$ cat config.mk
export PLATFORM = sky130hd
export DESIGN_NAME = cfi_log_serializer
export DESIGN_NICKNAME = d
export VERILOG_FILES = /design/src/rtl/cfi_log_serializer.sv
export SDC_FILE = /design/constraint.sdc
export NUM_CORES = 1
export LEC_CHECK = 0
export ABC_CLOCK_PERIOD_IN_PS = 46000
export CORE_ASPECT_RATIO = 1.25
export CORE_MARGIN = 4
export CORE_UTILIZATION = 45
export DETAILED_ROUTE_END_ITERATION = 8
export PLACE_DENSITY = 0.68
export SLEW_MARGIN = 30
export SYNTH_ARGS = -nofsm -noshare
export SYNTH_HDL_FRONTEND = slang
export SYNTH_SLANG_ARGS = --single-unit
$ cat constraint.sdc
create_clock -name clk_i -period 46 [get_ports clk_i]
set_clock_uncertainty 0.15 [all_clocks]
set_input_delay 11.5 -clock clk_i [delete_from_list [all_inputs] [get_ports clk_i]]
set_output_delay 11.5 -clock clk_i [all_outputs]
set_load 0.02 [all_outputs]
$ cat src/rtl/cfi_log_serializer.sv
// ----------------------------------------------------------------------------
// cfi_log_serializer
//
// Purpose:
//   Collects commit-log entries of control-flow instructions from several
//   commit ports. It packs them into a small circular staging buffer and
//   presents them one at a time to a downstream CFI log queue using a
//   valid/ready handshake.
//   Once the buffer can no longer absorb a full cycle of commits, commit is
//   stalled through cfi_halt_o.
//
// Ports:
//   clk_i          single clock, all state changes on its rising edge
//   rst_i          synchronous active-high reset
//   flush_i        discards every buffered entry
//   log_i          commit log per port, port k at [k*LOG_WIDTH +: LOG_WIDTH]
//   log_cfi_i      port k carries a control-flow instruction
//   log_ack_i      port k commits this cycle
//   queue_valid_o  head entry valid toward the log queue
//   queue_ready_i  log queue accepts the head entry
//   queue_data_o   head entry payload
//   cfi_halt_o     commit stall request
//   occupancy_o    number of buffered entries
//   pushed_cnt_o   accepted entry count (wraps at 2^32)
//   dropped_cnt_o  dropped entry count (saturates at 16'hFFFF)
//
// Configuration:
//   CFI_SERIALIZER_STATS_EN - when defined, the statistics counters are built.
//   When it is undefined, both counter outputs are tied to zero and no
//   counter state exists.
// ----------------------------------------------------------------------------
module cfi_log_serializer #(
   parameter int unsigned NR_COMMIT_PORTS = 2,
   parameter int unsigned LOG_WIDTH       = 64,
   parameter int unsigned BUF_DEPTH       = 4
) (
   input  logic                                 clk_i,
   input  logic                                 rst_i,
   input  logic                                 flush_i,
   input  logic [NR_COMMIT_PORTS*LOG_WIDTH-1:0] log_i,
   input  logic [NR_COMMIT_PORTS-1:0]           log_cfi_i,
   input  logic [NR_COMMIT_PORTS-1:0]           log_ack_i,
   output logic                                 queue_valid_o,
   input  logic                                 queue_ready_i,
   output logic [LOG_WIDTH-1:0]                 queue_data_o,
   output logic                                 cfi_halt_o,
   output logic [$clog2(BUF_DEPTH):0]           occupancy_o,
   output logic [31:0]                          pushed_cnt_o,
   output logic [15:0]                          dropped_cnt_o
);

   localparam int unsigned OW = $clog2(BUF_DEPTH) + 1;
   localparam int unsigned PW = (BUF_DEPTH > 1) ? $clog2(BUF_DEPTH) : 1;
   localparam logic [PW-1:0] PTR_MASK   = PW'(BUF_DEPTH - 1);
   localparam logic [OW-1:0] HALT_LEVEL = OW'(BUF_DEPTH - NR_COMMIT_PORTS);

   logic [LOG_WIDTH-1:0]       mem_q [BUF_DEPTH];
   logic [LOG_WIDTH-1:0]       mem_d [BUF_DEPTH];
   logic [PW-1:0]              head_q, head_d;
   logic [PW-1:0]              tail_q, tail_d;
   logic [OW-1:0]              occ_q, occ_d;

   logic [NR_COMMIT_PORTS-1:0] eligible;
   logic                       halt;
   logic                       pop;
   logic [OW-1:0]              accept_n;

   assign eligible = log_cfi_i & log_ack_i;

   // Halt depends only on registered occupancy. Below the threshold, one
   // full cycle of commits from every port is guaranteed to fit.
   assign halt = (occ_q > HALT_LEVEL);
   assign pop  = queue_valid_o & queue_ready_i;

   assign queue_valid_o = (occ_q != '0);
   assign queue_data_o  = mem_q[head_q];
   assign cfi_halt_o    = halt;
   assign occupancy_o   = occ_q;

   // Compacting write: eligible ports fill consecutive slots after the tail
   // in ascending port order. accept_n counts the entries taken this cycle
   // even during a flush, so the statistics still see them. The array write
   // itself is suppressed because the flush discards it anyway.
   always_comb begin
      mem_d    = mem_q;
      accept_n = '0;
      if (!halt) begin
         for (int k = 0; k < NR_COMMIT_PORTS; k++) begin
            if (eligible[k]) begin
               if (!flush_i) begin
                  mem_d[(tail_q + PW'(accept_n)) & PTR_MASK] =
                     log_i[k*LOG_WIDTH +: LOG_WIDTH];
               end
               accept_n = accept_n + OW'(1);
            end
         end
      end
   end

   // Pointer and occupancy update. A flush returns the buffer to its empty
   // origin and ignores this cycle's push and pop.
   always_comb begin
      head_d = head_q;
      tail_d = tail_q;
      occ_d  = occ_q;
      if (flush_i) begin
         head_d = '0;
         tail_d = '0;
         occ_d  = '0;
      end else begin
         head_d = (head_q + PW'(pop)) & PTR_MASK;
         tail_d = (tail_q + PW'(accept_n)) & PTR_MASK;
         occ_d  = occ_q + accept_n - OW'(pop);
      end
   end

   always_ff @(posedge clk_i) begin
      if (rst_i) begin
         head_q <= '0;
         tail_q <= '0;
         occ_q  <= '0;
      end else begin
         head_q <= head_d;
         tail_q <= tail_d;
         occ_q  <= occ_d;
      end
   end

   // Buffer contents are not reset. Occupancy alone decides what is valid.
   always_ff @(posedge clk_i) begin
      mem_q <= mem_d;
   end

`ifdef CFI_SERIALIZER_STATS_EN
   logic [31:0]   pushed_cnt_q, pushed_cnt_d;
   logic [15:0]   dropped_cnt_q, dropped_cnt_d;
   logic [OW-1:0] drop_n;
   logic [16:0]   drop_sum;

   // Entries offered while halted are all dropped. The dropped counter
   // saturates, and the pushed counter wraps.
   always_comb begin
      drop_n = '0;
      if (halt) begin
         for (int k = 0; k < NR_COMMIT_PORTS; k++) begin
            if (eligible[k]) begin
               drop_n = drop_n + OW'(1);
            end
         end
      end
      pushed_cnt_d  = pushed_cnt_q + 32'(accept_n);
      drop_sum      = {1'b0, dropped_cnt_q} + 17'(drop_n);
      dropped_cnt_d = drop_sum[16] ? 16'hFFFF : drop_sum[15:0];
   end

   always_ff @(posedge clk_i) begin
      if (rst_i) begin
         pushed_cnt_q  <= '0;
         dropped_cnt_q <= '0;
      end else begin
         pushed_cnt_q  <= pushed_cnt_d;
         dropped_cnt_q <= dropped_cnt_d;
      end
   end

   assign pushed_cnt_o  = pushed_cnt_q;
   assign dropped_cnt_o = dropped_cnt_q;
`else
   assign pushed_cnt_o  = '0;
   assign dropped_cnt_o = '0;
`endif

endmodule

==> results of run 1 <==
-- logic make-up (layout without fill, tap and decap cells) --
kind of cell	after synthesis	in the layout
adders and majority gates	6	6
buffers and inverters	265	286
other	1	50
AOI/OAI and AO/OA	516	516
DFF	263	263
and+or+nand+nor	667	667
muxes	64	64
xor gates and xnor gates	8	8
-- flip-flops by register name, indices dropped and copies added, names as in the netlist --
name and count:
occupancy_o 3, tail_q 2, head_q 2, mem_q 256
-- placed cells by master (no fill, tap or decap), drive strengths merged, types with 3 or more instances in the layout --
cell           instances
nand2                257
nor3                 257
a31oi                256
edfxtp               256
o21ai                256
clkdlybuf4s50        203
and3b                 65
nor3b                 64
mux4                  64
conb                  48
clkbuf                38
buf                   28
clkinv                11
nor2                   7
dfxtp                  7
inv                    5
ha                     5
xnor2                  4
xor2                   4
or2                    4
and2                   3
nand2b                 3
-- path summary, 6_finish.rpt --
check	endpoint	startpoint	depth (start not counted)
worst max-delay path	queue_data_o[7]	head_q[0]	3
worst min register to register	occupancy_o[2]	occupancy_o[2]	2
worst max register to register	mem_q[226]	tail_q[1]	5
worst min-delay path	occupancy_o[2]	occupancy_o[2]	2
-- worst min-delay path, cell delays in order (launching register included) --
cell and delay, ns:
dfxtp_1 0.37, xnor2_1 0.18, nor2_1 0.04
-- cell type report --
class,count,share of cell area
Inverter,5,0.0009465
Clock inverter,12,0.003723
Sequential cell,263,0.3953
Multi-Input combinational cell,1309,0.4147
Antenna cell,2,0.0002524
Timing Repair Buffer,231,0.1161
Tap cell,486,0.03067
Clock buffer,38,0.03830
-- per-stage QoR --
step | hold WS, ns | worst slack [ns] | total power [mW] | instances
6_report | 0.4889 | 30.92 | 0.9844 | 2346
5_1_grt | 0.5331 | 30.76 | 1.030 | 2346
4_1_cts | 0.4984 | 30.83 | 0.9830 | 2343
3_5_place_dp | 0.4797 | 30.60 | 0.7679 | 2293
3_3_place_gp | 0.4623 | 30.51 | 0.7546 | 2292
2_1_floorplan | 0.4408 | 19.35 | 0.6523 | 1837
-- layer usage --
metal  vias to the layer above  share of wire  global-route usage
li1                       6837              -                   -
met1                      7497           0.37              0.3508
met2                      1190           0.48              0.4371
met3                       146           0.11             0.03963
met4                         0          0.036              0.1036
met5                         -              0                   0
-- report_power, final --
part           switching [mW]  leakage, nW  internal [mW]  total (mW)
registers              0.0508         2.61          0.402       0.453
clock network          0.0965        0.404          0.120       0.216
logic                   0.164         3.18          0.151       0.315
==> results by group, run 1 <==
Synthesis
  – EDFF count, synth: 256
  – Ys async rst share: 0
  – Top post-synthesis cells by area: edfxtp_1 (45%), a31oi_1 (9.3%), mux4_2 (8.4%)
  – Synth unique cells: 36
  – Synth top area share: 0.4466
  – Synth Area in Compound Gates: 0.1690
  – Adder-cell share of the synthesized area: 0.004797
  – Synth Warn #: 0
  – Avg Cell Area, Syn: 9.617 µm²
  – Post-Synth Simple-Gate Area: 0.1999
  – Largest family of logic cells by synthesized area: simple AND/OR/NAND/NOR gates
  – Gate count after technology mapping: 1,790
  – Syn Std Cell Area: 0.01721 mm²
  – Xor/xnor share of the synthesized area: 0.004506
  – Top_reg_cell synth: edfxtp_1
  – Synth cell count leaders: nand2_1 (257), nor3_1 (257), a31oi_1 (256), edfxtp_1 (256), o21ai_0 (232)
  – Sequential area share after synthesis: 0.4547
  – #FFs+latches synth: 263
  – Post-synthesis mux area share: 0.08373
  – Largest area contributor in the netlist: edfxtp_1

Clock network
  – CTS tree: yes
  – Post-CTS resize count: 0
  – Cts bufs inserted: 28
  – Skew-Pair Late Insertion Delay: 0.56 ns
  – Clock Tree Buf Depth: 3
  – Hold-fix buffers, CTS: 0
  – Cell at the root of the clock tree: clkbuf_16
  – H-tree levels: 1
  – Post-CTS Setup Bufs: 0
  – Sink Count: 263
  – Clock transition at path regs: 0.06 ns

Setup path
  – Critical Path AT: 3.43 ns
  – Crit Path Category: flop to primary output
  – CP startpoint kind: flop
  – Required @ worst endpoint: 34.35 ns
  – CP max stage delay: 0.92 ns
  – Endpoint class of the critical path: primary output
  – Crit path buf inv count: 2
  – R2R setup slack: 42.25 ns
  – Slowest stage cell, crit path: dfxtp_4
  – CP Cell Sequence: buf_4 > mux4_2 > clkdlybuf4s50_1
  – CP Max Fanout: 38
  – Top delay family on crit path: buffers and inverters

Routing
  – Vias per cell: 6.679
  – Final wirelength: 57.65 mm
  – Via count: 15,670
  – 1st-iter DRT viols: 1,904
  – DRC violations left: 0
  – Drt pass-1 iters: 6
  – WL/cell: 24.58 µm
  – ANT nets after route: 0

Min path
  – HP Class: flop to flop

Global route
  – Pin count of the biggest net entering global routing: 192
  – GRT overflow: 0
  – Total GRT Usage: 0.2637
  – Initial antenna violation count: 2
  – First-pass GRT wire length: 87.73 mm
  – Number of global-route vias before repair: 15,330

STA
  – Final Hold Fails: 0
  – Setup_tns: 0 ns
  – RSZ-0062 raised after global routing: no
  – Final setup viols: 0
  – Fmax: 0.06631 GHz
  – Max_slew headroom: 0.3199
  – Max Slew Vio Count: 0
  – Final Cycle Share: 0.3279
  – Final Critical Period: 15.08 ns
  – Worst slew pin tran: 1.020 ns

Place
  – Post-DP HPWL: 30.98 mm
  – I/O Buffers: 204
  – GP Congestion: 0.8072
  – Placed cell areas: 0.01895 mm²

Cells and area
  – Sequential Area: 0.007839 mm²
  – Utilization after layout: 0.5293
  – Multi-input gate area: 0.008222 mm²
  – Final Cell Area: 0.01983 mm²
  – Layout fillers: 3,334
  – Share of layout cells above drive strength 1: 0.07589
  – Nets: 1,980
  – Area growth syn-to-layout: 15.18%

Floorplanning
  – Die Wd: 182.9 µm
  – Initial core utilization: 0.4595
  – Core ar.: 0.03746 mm²
  – # rows: 79
  – Die Height: 226.7 µm
  – Io pins: 253
  – Die ar.: 0.04147 mm²

Power and ir drop
  – Leakage power: 6.193 nW
  – Worst vdd ir: 0.00002947 V
  – PwrDens: 49.65 mW/mm²

Status
  – Outcome: finished, final reports clean

Flow run
  – MaxCap Viol Count: 0
No activity file was read; power rests on OpenSTA's default activity.
==> inputs of run 2 (changes only) <==
--- a/config.mk
+++ b/config.mk
@@ -5,7 +5,7 @@
 export SDC_FILE = /design/constraint.sdc
 export NUM_CORES = 1
 export LEC_CHECK = 0
-export ABC_CLOCK_PERIOD_IN_PS = 46000
+export ABC_CLOCK_PERIOD_IN_PS = 15100
 export CORE_ASPECT_RATIO = 1.25
 export CORE_MARGIN = 4
 export CORE_UTILIZATION = 45
==> constraint.sdc (replaced) <==
create_clock -name clk_i -period 15.1 [get_ports clk_i]
set_clock_uncertainty 0.15 [all_clocks]
set_input_delay 3.775 -clock clk_i [delete_from_list [all_inputs] [get_ports clk_i]]
set_output_delay 3.775 -clock clk_i [all_outputs]
set_load 0.02 [all_outputs]
==> run 2 against run 1 <==
  * Via count is 0.34% higher
  * Utilization is 0.14 points lower
  * Critical path depth is 6 higher
  * Routed wire length is 0.79% lower
  * Setup slack worse by 24 ns
  * Critical endpoint is now mem_q[99]
==> results by group, run 2 (synthesis gave the netlist of run 1 again) <==
STA
  – Worst slew pin tran: 1.011 ns (-0.008702 ns)
  – Final Hold Fails: 0 (unchanged)
  – RSZ-0062 raised after global routing: no
  – Fmax: 0.1285 GHz
  – Final Cycle Share: 0.5153
  – Final Critical Period: 7.781 ns
  – Final setup viols: 0 (unchanged)
  – Setup_tns: 0 ns (unchanged)
  – Max_slew headroom: 0.3257 (+0.005801)
  – Max Slew Vio Count: 0 (unchanged)

Cells and area
  – Area growth syn-to-layout: 14.89%
  – Utilization after layout: 0.5279 (-0.001369)
  – Max reg flops: 256 (unchanged)
  – Largest Register: mem_q
  – Layout fillers: 3,387 (+1.6%)
  – Commonest cells after routing, fill and taps aside: nand2_1 (257), nor3_1 (257), a31oi_1 (256), edfxtp_1 (256), o21ai_0 (232)
  – Nets: 1,978 (-0.10%)
  – Share of layout cells above drive strength 1: 0.07709 (+0.001201)

Min path
  – Hold Crit Endpoint: head_q[1]
  – HP Class: flop to flop
  – Hold path depth: 2 (unchanged)
  – Min-delay src: head_q[1]

Floorplanning
  – Die Height: 226.7 µm (unchanged)
  – Initial core utilization: 0.4595 (unchanged)
  – Die Wd: 182.9 µm (unchanged)
  – Core ar.: 0.03746 mm² (unchanged)
  – Die ar.: 0.04147 mm² (unchanged)
  – Io pins: 253 (unchanged)
  – # rows: 79 (unchanged)

Clock network
  – CTS tree: yes
  – Hold-fix buffers, CTS: 0 (unchanged)
  – Clock Tree Buf Depth: 3 (unchanged)
  – H-tree levels: 1 (unchanged)
  – Post-CTS Setup Bufs: 0 (unchanged)
  – Cts bufs inserted: 28 (unchanged)
  – Post-CTS resize count: 0 (unchanged)
  – Sink Count: 263 (unchanged)
  – Cell at the root of the clock tree: clkbuf_16
  – Clock transition at path regs: 0.06 ns (about the same)
  – Skew-Pair Late Insertion Delay: 0.55 ns (about the same)

Global route
  – First-pass GRT wire length: 87.95 mm (+0.26%)
  – Pin count of the biggest net entering global routing: 149 (-22%)
  – Total GRT Usage: 0.2637 (about the same)
  – GRT overflow: 0 (unchanged)
  – Number of global-route vias before repair: 15,370 (+0.22%)
  – Initial antenna violation count: 1 (-1)

Place
  – Post-DP HPWL: 31.34 mm (+1.2%)
  – GP Congestion: 0.8102 (+0.37%)
  – I/O Buffers: 204 (unchanged)

Setup path
  – Reg2reg end: mem_q[224]
  – Endpoint class of the critical path: flop
  – CP Max Fanout: 78 (+110%)
  – Crit Path Category: input port to flop
  – Critical Path AT: 7.89 ns (+4.46 ns)
  – R2R cell count: 6 (+1)
  – R2R setup slack: 10.83 ns (-31.42 ns)
  – CP startpoint kind: input port
  – Required @ worst endpoint: 15.21 ns (-19.14 ns)
  – FF-to-FF Start: tail_q[0]

Power and ir drop
  – Worst vdd ir: 0.00008627 V (+190%)
  – PwrDens: 150.7 mW/mm² (+200%)
  – Leakage power: 6.165 nW (-0.46%)

Routing
  – 1st-iter DRT viols: 2,201 (+16%)
  – Final wirelength: 57.20 mm (-0.79%)
  – Via count: 15,720 (+0.34%)
  – Drt pass-1 iters: 6 (unchanged)
  – WL/cell: 24.42 µm (-0.62%)
  – DRC violations left: 0 (unchanged)
  – Vias per cell: 6.714 (+0.52%)
  – ANT nets after route: 0 (unchanged)

Flow run
  – MaxCap Viol Count: 0 (unchanged)

Status
  – Outcome: finished, final reports clean
run 2: cell count changes in the layout (fill, tap and decap cells not counted), moves of 2 or more:
cell and change:
clkinv_2 +2, clkinvlp_4 +2, buf_4 -2, clkbuf_1 -4
run 2: worst max path at each step:
stage / startpoint / to / slack, ns / cells after the start
floorplan: occupancy_o[1] / cfi_halt_o / 2.08 / 2
global placement: log_cfi_i[0] / mem_q[143] / 6.74 / 8
detailed placement: log_cfi_i[0] / mem_q[114] / 6.74 / 8
CTS: log_cfi_i[0] / mem_q[74] / 7.32 / 8
global route: log_cfi_i[0] / mem_q[147] / 7.22 / 8
finish: log_cfi_i[0] / mem_q[99] / 7.32 / 9
run 2: critical path, cell delays in order:
cell	delay, ns
clkdlybuf4s50_1	0.51
and2_1	0.23
ha_1	0.30
nand4bb_4	0.39
buf_12	0.27
buf_4	0.81
nand2b_2	0.74
buf_4	0.64
a31oi_1	0.17
run 2: power by group:
group	switching, mW	internal (mW)	leakage, nW
Sequential	0.158	1.23	2.61
Clock	0.293	0.348	0.396
Combinational	0.499	0.457	3.16
Total	0.949	2.03	6.16
run 2: area by class of cell:
class,instances,area [µm²],share of cell area
Sequential cell,263,7839,0.3964
Clock inverter,15,73.82,0.003733
Inverter,5,18.77,0.0009490
Clock buffer,34,744.5,0.03764
Tap cell,486,608.1,0.03075
Antenna cell,1,2.502,0.0001265
Multi-Input combinational cell,1309,8219,0.4156
Timing Repair Buffer,229,2271,0.1148
run 2: stage by stage:
stage          cells  hold WS [ns]  area (µm²)  setup WS, ns  power (mW)
2_1_floorplan   1837        0.4408       17390         2.082       1.968
3_3_place_gp    2291        0.3377       18910         6.737       2.306
3_5_place_dp    2291        0.3644       18930         6.742       2.343
4_1_cts         2340        0.3789       19750         7.324       2.977
5_1_grt         2342        0.4063       19780         7.225       3.122
6_report        2342        0.3707       19780         7.319       2.980
run 2: routing by layer:
metal  routed length [µm]  vias to the layer above  global-route usage
met3                 6565                      140             0.03610
met2                27100                     1210              0.4258
met5                    0                        -                   0
met4                 2122                        0              0.1075
li1                     -                     6837                   -
met1                21410                     7537              0.3615
==> inputs of run 3 (changes only) <==
--- a/config.mk
+++ b/config.mk
@@ -5,12 +5,12 @@
 export SDC_FILE = /design/constraint.sdc
 export NUM_CORES = 1
 export LEC_CHECK = 0
-export ABC_CLOCK_PERIOD_IN_PS = 15100
+export ABC_CLOCK_PERIOD_IN_PS = 6480
 export CORE_ASPECT_RATIO = 1.25
 export CORE_MARGIN = 4
 export CORE_UTILIZATION = 45
 export DETAILED_ROUTE_END_ITERATION = 8
-export PLACE_DENSITY = 0.68
+export PLACE_DENSITY = 0.71
 export SLEW_MARGIN = 30
 export SYNTH_ARGS = -nofsm -noshare
 export SYNTH_HDL_FRONTEND = slang
==> constraint.sdc (replaced) <==
create_clock -name clk_i -period 6.48 [get_ports clk_i]
set_clock_uncertainty 0.15 [all_clocks]
set_input_delay 1.62 -clock clk_i [delete_from_list [all_inputs] [get_ports clk_i]]
set_output_delay 1.62 -clock clk_i [all_outputs]
set_load 0.02 [all_outputs]
==> run 3 against run 2 <==
  * Combinational power increased by 140%
  * Die area unchanged
  * Flip-flop and latch count did not move
  * Setup slack got worse by 5.6 ns
  * Clock power grew 140%
  * Utilization rose by 0.37 points
  * Clock-buffer cell count grew 8
  * Critical path depth is 6 lower
  * Sequential power rose by 130%
  * Power grew 140%
  * Hold slack gained 0.13 ns
  * Largest cell class unchanged
==> results by group, run 3 (synthesis gave the netlist of run 1 again) <==
Min path
  – Hold Crit Endpoint: occupancy_o[2]
  – Min-delay src: occupancy_o[2]
  – Hold path depth: 2 (unchanged)
  – HP Class: flop to flop

Cells and area
  – Commonest cells after routing, fill and taps aside: nand2_1 (257), nor3_1 (257), a31oi_1 (256), edfxtp_1 (256), o21ai_0 (232)
  – Utilization after layout: 0.5316 (+0.003674)
  – Max reg flops: 256 (unchanged)
  – Layout fillers: 3,283 (-3.1%)
  – Share of layout cells above drive strength 1: 0.08146 (+0.004369)
  – Area growth syn-to-layout: 15.69%
  – Largest Register: mem_q
  – Nets: 1,986 (+0.40%)

Routing
  – Vias per cell: 6.798 (+1.2%)
  – Routed wl met3: 6.956 mm (+6.0%)
  – WL/cell: 25.07 µm (+2.7%)
  – ANT nets after route: 0 (unchanged)
  – Drt pass-1 iters: 6 (unchanged)
  – 1st-iter DRT viols: 2,677 (+22%)
  – Top sig layer: met4
  – DRC violations left: 0 (unchanged)
  – Met1 WL: 21.65 mm (+1.1%)
  – Via count: 16,000 (+1.8%)
  – Final wirelength: 59.02 mm (+3.2%)
  – Met2 routed WL: 28.07 mm (+3.6%)

Clock network
  – H-tree levels: 1 (unchanged)
  – Clock transition at path regs: 0.06 ns (about the same)
  – Clock Tree Buf Depth: 3 (unchanged)
  – CTS tree: yes
  – Post-CTS Setup Bufs: 0 (unchanged)
  – Skew-Pair Late Insertion Delay: 0.57 ns (+0.02 ns)
  – Sink Count: 263 (unchanged)
  – Post-CTS resize count: 0 (unchanged)
  – Cell at the root of the clock tree: clkbuf_16
  – Cts bufs inserted: 28 (unchanged)
  – Hold-fix buffers, CTS: 0 (unchanged)

Power and ir drop
  – Switching power total: 2.251 mW (+140%)
  – Final Power: 7.022 mW (+140%)
  – PwrDens: 352.6 mW/mm² (+130%)
  – Leakage power: 6.236 nW (+1.2%)
  – Clock share of power: 0.218 (+0.003)
  – Gate power share: 0.322 (about the same)
  – Power share of the sequential group: 0.459 (-0.005)
  – Power Internal: 4.770 mW (+130%)
  – Switching part of the total: 0.3206 (+0.002115)
  – Worst vdd ir: 0.0002131 V (+150%)

Global route
  – Pin count of the biggest net entering global routing: 129 (-13%)
  – Number of global-route vias before repair: 15,590 (+1.4%)
  – GRT overflow: 0 (unchanged)
  – Initial antenna violation count: 2 (+1)
  – Total GRT Usage: 0.2699 (+0.006232)
  – First-pass GRT wire length: 90.61 mm (+3.0%)

STA
  – Setup_tns: 0 ns (unchanged)
  – Max_slew headroom: 0.3082 (-0.01751)
  – Final Cycle Share: 0.7401
  – Final setup viols: 0 (unchanged)
  – Worst slew pin tran: 1.038 ns (+0.02626 ns)
  – Final Hold Fails: 0 (unchanged)
  – Max Slew Vio Count: 0 (unchanged)
  – Fmax: 0.2085 GHz
  – RSZ-0062 raised after global routing: no
  – Final Critical Period: 4.796 ns
  – Hold_ws: 0.4974 ns (+0.1267 ns)

Place
  – Post-DP HPWL: 32.83 mm (+4.7%)
  – GP Congestion: 0.8143 (+0.51%)
  – I/O Buffers: 204 (unchanged)

Setup path
  – R2R setup slack: 3.13 ns (-7.70 ns)
  – R2R cell count: 4 (-2)
  – CP Cell Sequence: buf_4 > mux4_2 > clkdlybuf4s50_1
  – Reg2reg end: mem_q[230]
  – Crit path buf inv count: 2 (-2)
  – Required @ worst endpoint: 4.71 ns (-10.50 ns)
  – CP Max Fanout: 46 (-41%)
  – CP startpoint kind: flop
  – Top delay family on crit path: buffers and inverters
  – Endpoint class of the critical path: primary output
  – FF-to-FF Start: occupancy_o[1]
  – Slowest stage cell, crit path: dfxtp_4
  – CP max stage delay: 0.89 ns (+0.08 ns)
  – Critical Path AT: 3.03 ns (-4.86 ns)
  – Crit Path Category: flop to primary output

Floorplanning
  – Initial core utilization: 0.4595 (unchanged)
  – Die ar.: 0.04147 mm² (unchanged)
  – # rows: 79 (unchanged)
  – Core ar.: 0.03746 mm² (unchanged)
  – Io pins: 253 (unchanged)
  – Die Wd: 182.9 µm (unchanged)
  – Die Height: 226.7 µm (unchanged)

Flow run
  – MaxCap Viol Count: 0 (unchanged)

Status
  – Outcome: finished, final reports clean
[run 3: changes by cell type in the layout (fill, tap and decap cells not counted), sizes merged]
cell,delta
clkinvlp,-2
clkinv,-3
clkbuf,+8
buf,+8
diode,+1
[run 3: cell type report]
type                    instances  area, µm²  area share
well taps                     486      608.1     0.03054
clock inverters                10      43.79    0.002199
repair buffers                237       2382      0.1196
multi-input cells            1309       8219      0.4127
clock buffers                  42      794.5     0.03990
inverters                       5      18.77   0.0009424
flip-flops and latches        263       7843      0.3938
diodes                          2      5.005   0.0002513
[run 3: stage by stage]
step | setup WS, ns | instance area, µm² | cells
after floorplan | -0.7361 | 17410 | 1837
after global placement | 1.511 | 19020 | 2298
after detailed placement | 1.382 | 19030 | 2298
after CTS | 1.543 | 19870 | 2350
after global routing | 1.676 | 19910 | 2354
final | 1.684 | 19910 | 2354
[run 3: worst max path at each step]
stage | from | end | slack (ns) | cells after the start
2_1_floorplan | occupancy_o[0] | cfi_halt_o | -0.74 | 2
3_3_place_gp | log_cfi_i[0] | mem_q[187] | 1.51 | 8
3_5_place_dp | log_cfi_i[0] | mem_q[184] | 1.38 | 8
4_1_cts | head_q[0] | queue_data_o[9] | 1.54 | 3
5_1_grt | head_q[1] | queue_data_o[9] | 1.68 | 3
6_report | head_q[1] | queue_data_o[9] | 1.68 | 3
[run 3: power by group through the flow]
| stage | Clock, mW | Combinational [mW] | Sequential [mW] |
|---|---|---|---|
| global placement | 0 | 2.17 | 3.21 |
| global route | 1.60 | 2.43 | 3.30 |
| detailed placement | 0 | 2.23 | 3.25 |
| CTS | 1.54 | 2.24 | 3.22 |
| finish | 1.53 | 2.26 | 3.23 |
| floorplan | 0 | 1.47 | 3.10 |
[run 3: metal layers]
layer | vias to the layer above | global-route usage
li1 | 6856 | -
met1 | 7633 | 0.3702
met2 | 1359 | 0.4289
met3 | 154 | 0.03819
met4 | 0 | 0.1216
met5 | - | 0
[run 3: worst register-to-register path, delay by kind of cell (launching register included)]
family                 cells  cell delay [ns]
buffers and inverters      3             2.13
flip-flops                 1             0.39
AO/OA/AOI/OAI              1             0.19
